### src/rtl/snappy_copy_issuer_if.sv
// rtl/snappy_copy_issuer_if.sv - copy FIFO pop port and copy-engine chunk request bundle
interface snappy_copy_issuer_if #(
  parameter int LW = 7
);
  logic          fifo_empty;
  logic [32:0]   fifo_dout;
  logic          fifo_rd_en;
  logic          cp_valid;
  logic          cp_ready;
  logic [15:0]   cp_offset;
  logic [LW-1:0] cp_len;
  logic          cp_last;
  logic          err;
  logic          done;

  // Issuer side: pops the FIFO, drives chunk requests and status flags.
  modport master (
    input  fifo_empty, fifo_dout, cp_ready,
    output fifo_rd_en, cp_valid, cp_offset, cp_len, cp_last, err, done
  );

  // Environment side: the copy FIFO plus the history-buffer copy engine.
  modport slave (
    output fifo_empty, fifo_dout, cp_ready,
    input  fifo_rd_en, cp_valid, cp_offset, cp_len, cp_last, err, done
  );
endinterface

### src/rtl/snappy_copy_issuer.sv
// rtl/snappy_copy_issuer.sv - pops copy commands and issues offset-bounded chunked back-reference requests
module snappy_copy_issuer #(
  parameter int CHUNK = 16,
  parameter int LW    = 7
) (
  input  logic                 clk,
  input  logic                 rst_n,
  snappy_copy_issuer_if.master bus
);

  localparam logic [1:0] S_IDLE  = 2'd0;
  localparam logic [1:0] S_LOAD  = 2'd1;
  localparam logic [1:0] S_ISSUE = 2'd2;
  localparam logic [1:0] S_DONE  = 2'd3;

  localparam logic [15:0] CHUNK_W = 16'(CHUNK);

  logic [1:0]    state_q, state_d;
  logic [15:0]   off_q, off_d;
  logic [LW-1:0] rem_q, rem_d;
  logic          eos_q, eos_d;
  logic          err_q, err_d;

  logic [6:0]    cmd_len;
  logic [15:0]   cmd_off;
  logic          bad_cmd;
  logic [15:0]   rem_w;
  logic [15:0]   len_w;
  logic          issuing;
  logic          fire;

  // Reserved bits [15:7] of the command word are deliberately never looked at.
  assign cmd_len = bus.fifo_dout[6:0];
  assign cmd_off = bus.fifo_dout[31:16];
  assign bad_cmd = (cmd_off == 16'd0) || (cmd_len == 7'd0) || (cmd_len > 7'd64);

  assign rem_w   = 16'(rem_q);
  assign issuing = (state_q == S_ISSUE);
  assign fire    = issuing && bus.cp_ready;

  // Chunk length: remaining bytes clipped to CHUNK and to the offset, done at
  // 16 bits so a large offset cannot alias after truncation to LW.
  always_comb begin
    len_w = rem_w;
    if (CHUNK_W < len_w) len_w = CHUNK_W;
    if (off_q < len_w)   len_w = off_q;
  end

  // Request outputs come only from state registers; they read as zero when not issuing.
  assign bus.cp_valid  = issuing;
  assign bus.cp_offset = issuing ? off_q : 16'd0;
  assign bus.cp_len    = issuing ? LW'(len_w) : '0;
  assign bus.cp_last   = issuing && eos_q && (rem_w == len_w);
  // Gated by rst_n so the pop strobe is low while reset is held even if the FIFO is not yet empty.
  assign bus.fifo_rd_en = rst_n && (state_q == S_IDLE) && !bus.fifo_empty;
  assign bus.err       = err_q;
  assign bus.done      = (state_q == S_DONE);

  // Next-state logic for the IDLE/LOAD/ISSUE/DONE command walker.
  always_comb begin
    state_d = state_q;
    off_d   = off_q;
    rem_d   = rem_q;
    eos_d   = eos_q;
    err_d   = err_q;
    case (state_q)
      S_IDLE: begin
        if (!bus.fifo_empty) state_d = S_LOAD;
      end
      S_LOAD: begin
        off_d = cmd_off;
        rem_d = LW'(cmd_len);
        eos_d = bus.fifo_dout[32];
        if (bad_cmd) begin
          err_d   = 1'b1;
          state_d = S_IDLE;
        end else begin
          state_d = S_ISSUE;
        end
      end
      S_ISSUE: begin
        if (fire) begin
          // Offset stays put: source and destination pointers advance together.
          rem_d = rem_q - LW'(len_w);
          if (rem_w == len_w) state_d = eos_q ? S_DONE : S_IDLE;
        end
      end
      default: state_d = S_DONE;
    endcase
  end

  // State registers, cleared asynchronously so an in-flight command is abandoned.
  always_ff @(posedge clk or negedge rst_n) begin
    if (!rst_n) begin
      state_q <= S_IDLE;
      off_q   <= 16'd0;
      rem_q   <= '0;
      eos_q   <= 1'b0;
      err_q   <= 1'b0;
    end else begin
      state_q <= state_d;
      off_q   <= off_d;
      rem_q   <= rem_d;
      eos_q   <= eos_d;
      err_q   <= err_d;
    end
  end

endmodule

### src/flat_wrapper.sv
// flat-port wrapper written by rule: the top's interface ports become plain ports
module snappy_copy_issuer_flat 
#(
  parameter int CHUNK = 16,
  parameter int LW    = 7
)
  (clk, rst_n, bus_fifo_empty, bus_fifo_dout, bus_cp_ready, bus_fifo_rd_en, bus_cp_valid, bus_cp_offset, bus_cp_len, bus_cp_last, bus_err, bus_done);
  snappy_copy_issuer_if #(.LW(LW)) bus_i ();
  input  logic clk;
  input  logic rst_n;
  input wire logic [$bits(bus_i.fifo_empty)-1:0] bus_fifo_empty;
  input wire logic [$bits(bus_i.fifo_dout)-1:0] bus_fifo_dout;
  input wire logic [$bits(bus_i.cp_ready)-1:0] bus_cp_ready;
  output wire logic [$bits(bus_i.fifo_rd_en)-1:0] bus_fifo_rd_en;
  output wire logic [$bits(bus_i.cp_valid)-1:0] bus_cp_valid;
  output wire logic [$bits(bus_i.cp_offset)-1:0] bus_cp_offset;
  output wire logic [$bits(bus_i.cp_len)-1:0] bus_cp_len;
  output wire logic [$bits(bus_i.cp_last)-1:0] bus_cp_last;
  output wire logic [$bits(bus_i.err)-1:0] bus_err;
  output wire logic [$bits(bus_i.done)-1:0] bus_done;
  assign bus_i.fifo_empty = bus_fifo_empty;
  assign bus_i.fifo_dout = bus_fifo_dout;
  assign bus_i.cp_ready = bus_cp_ready;
  assign bus_fifo_rd_en = bus_i.fifo_rd_en;
  assign bus_cp_valid = bus_i.cp_valid;
  assign bus_cp_offset = bus_i.cp_offset;
  assign bus_cp_len = bus_i.cp_len;
  assign bus_cp_last = bus_i.cp_last;
  assign bus_err = bus_i.err;
  assign bus_done = bus_i.done;
  snappy_copy_issuer #(.CHUNK(CHUNK), .LW(LW)) u_core (.clk(clk), .rst_n(rst_n), .bus(bus_i));
endmodule
### config.mk
export PLATFORM = sky130hd
export DESIGN_NAME = snappy_copy_issuer_flat
export DESIGN_NICKNAME = d
export VERILOG_FILES = /design/src/rtl/snappy_copy_issuer_if.sv /design/src/rtl/snappy_copy_issuer.sv /design/src/flat_wrapper.sv
export SDC_FILE = /design/constraint.sdc
export NUM_CORES = 1
export LEC_CHECK = 0
export BUFFER_PORTS_ARGS = -buffer_cell sky130_fd_sc_hd__buf_4
export CAP_MARGIN = 20
export CORE_UTILIZATION = 46
export DETAILED_ROUTE_END_ITERATION = 6
export GPL_TIMING_DRIVEN = 0
export PLACE_DENSITY_LB_ADDON = 0.08
export SETUP_SLACK_MARGIN = 0.1
export SLEW_MARGIN = 10
export SYNTH_ARGS = -nofsm -noshare
export SYNTH_HDL_FRONTEND = slang
export SYNTH_SLANG_ARGS = --single-unit
### constraint.sdc
create_clock -name clk -period 3.8 [get_ports clk]
set_input_delay 0.76 -clock clk [delete_from_list [all_inputs] [get_ports clk]]
set_output_delay 0.76 -clock clk [all_outputs]
set_load 0.05 [all_outputs]
# ---- Yosys cells after proc, flatten, opt, wreduce, memory -nomap -nowiden
# Index checks and enable logic that the tools add are counted.
# W data, S select, Z words.
dict set report word_totals {
  output_inout_bits 28
  word_cells 43
  reg_bits 27
  in_bits 37
}
dict set report op_classes {
  n_addsub 1
  order_cmp 3
  n_eq_ne 7
  reduce_logical 15
  mux 12
}
# cell n
set ops {}
lappend ops {{$mux W16} 2}
lappend ops {{$mux W7} 3}
lappend ops {{$eq A7 B16 Y1} 1}
lappend ops {{$logic_not A16 Y1} 1}
lappend ops {{$lt A16 B7 Y1} 1}
lappend ops {{$pmux W7 S2} 1}
lappend ops {{$mux W2} 5}
lappend ops {{$gt A7 B7 Y1 const B} 1}
lappend ops {{$logic_not A7 Y1} 1}
lappend ops {{$lt A5 B7 Y1 const A} 1}
lappend ops {{$sub A7 B7 Y7} 1}
lappend ops {{$ne A2 B2 Y1 const B} 3}
lappend ops {{$pmux W2 S3} 1}
lappend ops {{$logic_and A1 B1 Y1} 5}
lappend ops {{$eq A2 B2 Y1 const B} 2}
lappend ops {{$reduce_and A2 Y1} 2}
lappend ops {{$reduce_and A3 Y1} 1}
lappend ops {{$eq A2 B1 Y1 const B} 1}
lappend ops {{$logic_not A2 Y1} 1}
lappend ops {{$logic_or A1 B1 Y1} 2}
lappend ops {{$reduce_bool A2 Y1} 1}
lappend ops {{$logic_not A1 Y1} 1}

# ---- Depth between registers and ports, before layout
dict set report depth {
  word_depth 8
  ltp_mapped 15
}

# ---- Worst setup path after synthesis
# OpenSTA, ideal clock, no wires.
dict set report synth_path {
  path_type {register to output}
  startpoint {reg u_core.rem_q[6]}
  endpoint {out bus_cp_last}
  required_ns 3.040
  path_slack_ns -0.844
  stages_incl_launch_ff 12
  path_buffers 0
  arrival_time_ns 3.884
  path_cell_list {dfrtp_1 -> nor3_4 -> nand2_1 -> ha_1 -> a21oi_1 -> a21oi_1 -> nor3_4 -> mux2_2 -> ha_1 -> and4_1 -> nand3_1 -> nor3_1}
}
dict set report synth_via {
  elab_chain_cells 6
}
# item line
set synth_lines {}
lappend synth_lines {{start, declared} snappy_copy_issuer.sv:20} ;# logic [LW-1:0] rem_q, rem_d;
lappend synth_lines {{start signal, assigned} snappy_copy_issuer.sv:103} ;# rem_q <= rem_d;
lappend synth_lines {{$lt A5 B7 Y1} snappy_copy_issuer.sv:45} ;# if (CHUNK_W < len_w) len_w = CHUNK_W;
lappend synth_lines {{$mux W7} snappy_copy_issuer.sv:45}
lappend synth_lines {{$lt A16 B7 Y1} snappy_copy_issuer.sv:46} ;# if (off_q < len_w) len_w = off_q;
lappend synth_lines {{$mux W16} snappy_copy_issuer.sv:46}
lappend synth_lines {{$eq A7 B16 Y1 *} snappy_copy_issuer.sv:53} ;# assign bus.cp_last = issuing && eos_q && (rem_w == len_w);
lappend synth_lines {{$logic_and A1 B1 Y1 *} snappy_copy_issuer.sv:53}
lappend synth_lines {{end, declared} flat_wrapper.sv:18} ;# output wire logic [$bits(bus_i.cp_last)-1:0] bus_cp_last;
# Every way passes the cells marked *; elsewhere a longest branch is shown, timed or not.

# ---- Final worst setup path
dict set report layout_path {
  startpoint {reg u_core.rem_q[5]}
  endpoint {out bus_cp_last}
}
# Same word-level chain as after synthesis.

==> summary.txt <==
Timing
  • Max Clk Rate: 0.246 GHz
  • Period Utilization, post-route: 107%
  • RSZ-0062 raised after global routing: true
  • Slew Limit Fails: 0
  • Clock Skews: 1.75 ps
  • Fin crit period: 4070 ps
  • Final setup margin: -269 ps
  • Final Setup Violations: 1
  • Final hold viol count: 0

Yosys
  • Register bit count reported by yosys: 27
  • Post-synthesis simple-gate area fraction: 23.6%
  • Mean Syn Cell Area: roughly 9.5 um^2
  • Post-Synthesis Cells: slightly above 200
  • Synth Area in Adders: under 10%
  • Post-synthesis mux area share: 12.5%
  • Synth Area in XOR/XNOR: 2.27%
  • Post-synth cell types: 41
  • Yosys warns: 0
  • Sequential area share after synthesis: 35.0%
  • Compound-Gate Fraction of Synth Area: between 10% and 20%
  • Post-synth top area share: 35.0%
  • Top cells by area, synth: dfrtp_1, mux2_2, ha_1, and2_1, o21ai_0
  • Cell taking the most area after synthesis: dfrtp_1
  • Ys async rst share: 100%
  • Ys flop type: dfrtp_1
  • Largest family of logic cells by synthesized area: simple AND/OR/NAND/NOR gates
  • Number of synthesized flops with an enable pin: 0
  • Post-Synthesis Cell Area: roughly 0.0019 mm^2

Clocking
  • Clock Tree Root: clkbuf_8
  • Reg clk slew, reported paths: 100 ps
  • Hold buffers post-CTS: 0
  • CTS H-tree lvls: 1
  • Clock buffer count from CTS: 3
  • Clock Path Buffers: 2
  • CTS tree: built
  • Num Clock Sinks: 27
  • Clock insertion delay at the later pin of the skew report: 280 ps

Cells and area
  • Area Overhead vs Synth: 38.3%
  • Most frequent cells in the layout: buf_4, dfrtp_1, and2_1
  • Commonest non-fill, non-tap cell in the layout: buf_4
  • Post-route design area: 0.00267 mm^2
  • Layout cell share with drive strength beyond 1: 42.2%
  • Layout Nets: about 330
  • # diodes: 0

Routing
  • WL per Instance: 14.7 um
  • DRC viols: 0
  • Met2 Wirelength: 2320 um
  • Routed via count: 1730
  • Pre-antenna DRT Iters: 4
  • Antenna-violating nets left: 0
  • DR WL met3: 140 um
  • Starting DRT DRC Count: 106
  • Metal-1 WL: approximately 2300 um
  • Top Layer Used: met4
  • Total routed wirelength: approximately 4800 um
  • Vias per cell: approximately 5.3

Die
  • Die height: about 67 um
  • I/O pin total: 65
  • Die area: around 0.0045 mm^2
  • Starting density of the core: 48.0%
  • # rows: 23
  • DIE WIDTH: 66.8 um
  • Std-Cell Core Area: 0.00403 mm^2

Critical path
  • Max stage delay cell, worst path: dfrtp_2
  • Critical Path AT: 3310 ps
  • Setup CP Type: reg -> out
  • Nature of the critical path endpoint: output pin
  • CP max FO: 6
  • CP Launch Type: flip-flop
  • CP most frequent cell: nor3_4
  • Cell Chain, Critical Path: nor3_4, ha_1, nand4b_1, a311oi_4, nor3_4, mux2_4, ha_4, and4_1, nand3_2, nor3_4, buf_6
  • Worst stage delay on the critical path: 450 ps
  • CP required: just over 3000 ps

GRT
  • First-pass GRT wire length: 7940 um
  • Global Route Usage Sum: 23.7%
  • Number of global-route vias before repair: around 1.7k
  • Pin count of the biggest net entering global routing: 29
  • Total grt overflow: 0
  • Initial antenna violation count: 0

Placement
  • Area after DPL: 0.00248 mm^2
  • Pre-CTS setup slack: -181 ps
  • PortBufs: between 50 and 60
  • Final Wtd Congestion: 0.888
  • Detail Placement HPWL: approximately 3600 um

Pwr
  • Pwr dens: 928 mW/mm^2
  • P_leak: 1.19 nW
  • VDD IR max: 0.500 mV

Run status
  • Status: finished with violations
  • Failing checks: negative setup slack

Worst hold path
  • Hold Crit Class: in -> async

Job
  • Max-cap viol count: 0
power by group:
part           switching (W)  total [W]  internal (W)
registers           0.000136   0.000561      0.000425
logic                0.00106    0.00174      0.000686
clock network       0.000103   0.000178     0.0000747
what timing repair did:
item / 4_1_cts / 5_1_grt
buffers inserted: 6 / 5
pin swaps: 6 / 1
gates resized for setup: 5 / 8
endpoints found under the setup margin: 8 / 9
sequential cells by signal, summed over array words and instances (netlist names):
name	flops
u_core.state_q	2
u_core.off_q	16
u_core.rem_q	7
u_core.eos_q	1
u_core.bus.err	1
path summary, 6_finish.rpt:
| path | start | end | slack [ps] | cells past startpoint |
|---|---|---|---|---|
| worst max-delay path | u_core.rem_q[5] | bus_cp_last | -270 | 11 |
| worst min-delay path | rst_n | u_core.rem_q[1] | 380 | 1 |
| worst max register to register | u_core.rem_q[5] | u_core.rem_q[6] | 60 | 15 |
| worst min register to register | u_core.bus.err | u_core.bus.err | 490 | 1 |
| max in group asynchronous | rst_n | u_core.rem_q[6] | 3120 | 1 |
| min in group clk | u_core.bus.err | u_core.bus.err | 490 | 1 |
metrics by stage:
step / hold WS, ps / util (%) / std cells / power, W / setup TNS, ps
detailed placement: 450 / 61.5 / 310 / 0.00219 / -324
global placement: 454 / 61.5 / 310 / 0.00217 / -260
CTS: 393 / 64.6 / 320 / 0.00244 / -322
floorplan: 464 / - / 205 / 0.00177 / -4.11
finish: 377 / 66.4 / 325 / 0.00248 / -269
global route: 397 / 66.4 / 325 / 0.00268 / -757
worst max-delay path: cells and delay by family, from the launching register on:
family                     cells  cell delay, ps
AOI/OAI and AO/OA              1             100
muxes                          1             360
and+or+nand+nor                6            1360
DFF                            1             450
buffers and inverters          1             180
adders and majority gates      2             590
synth_stat cells (2+ instances only):
library cell	n
or4_1	2
clkbuf_1	5
nand3_1	4
a211oi_1	3
nor2_1	15
o21ai_0	14
a21o_1	3
dfrtp_1	27
and2_1	16
nor3_4	2
o21a_1	2
nand2_1	17
mux2i_1	5
a21oi_1	9
nor4_1	4
or3b_2	2
buf_2	3
nor2b_1	3
ha_1	12
nor3_1	4
nor4_2	2
mux2_2	17
inv_1	12
xnor2_1	4
logic make-up after synthesis:
| logic type | count (synthesis) |
|---|---|
| simple gates | 77 |
| other cells | 1 |
| buf+inv | 21 |
| compound gates | 38 |
| mux | 22 |
| fa+ha+maj | 13 |
| flops | 27 |
| xor+xnor | 5 |
final cells by class:
type	instances	area, um^2
fillers	364	1360
multi-input cells	157	1300
flip-flops and latches	27	678
repair buffers	66	503
well taps	50	62.6
inverters	12	45.0
clock buffers	3	41.3
plain buffers	9	37.5
clock inverters	1	7.51
routing by layer:
layer / vias up / track usage, %
li1: 863 / -
met1: 821 / 32.2
met2: 42 / 40.7
met4: 0 / 4.79
met5: - / 0
met3: 4 / 2.23
(Power assumes the default switching activity.)
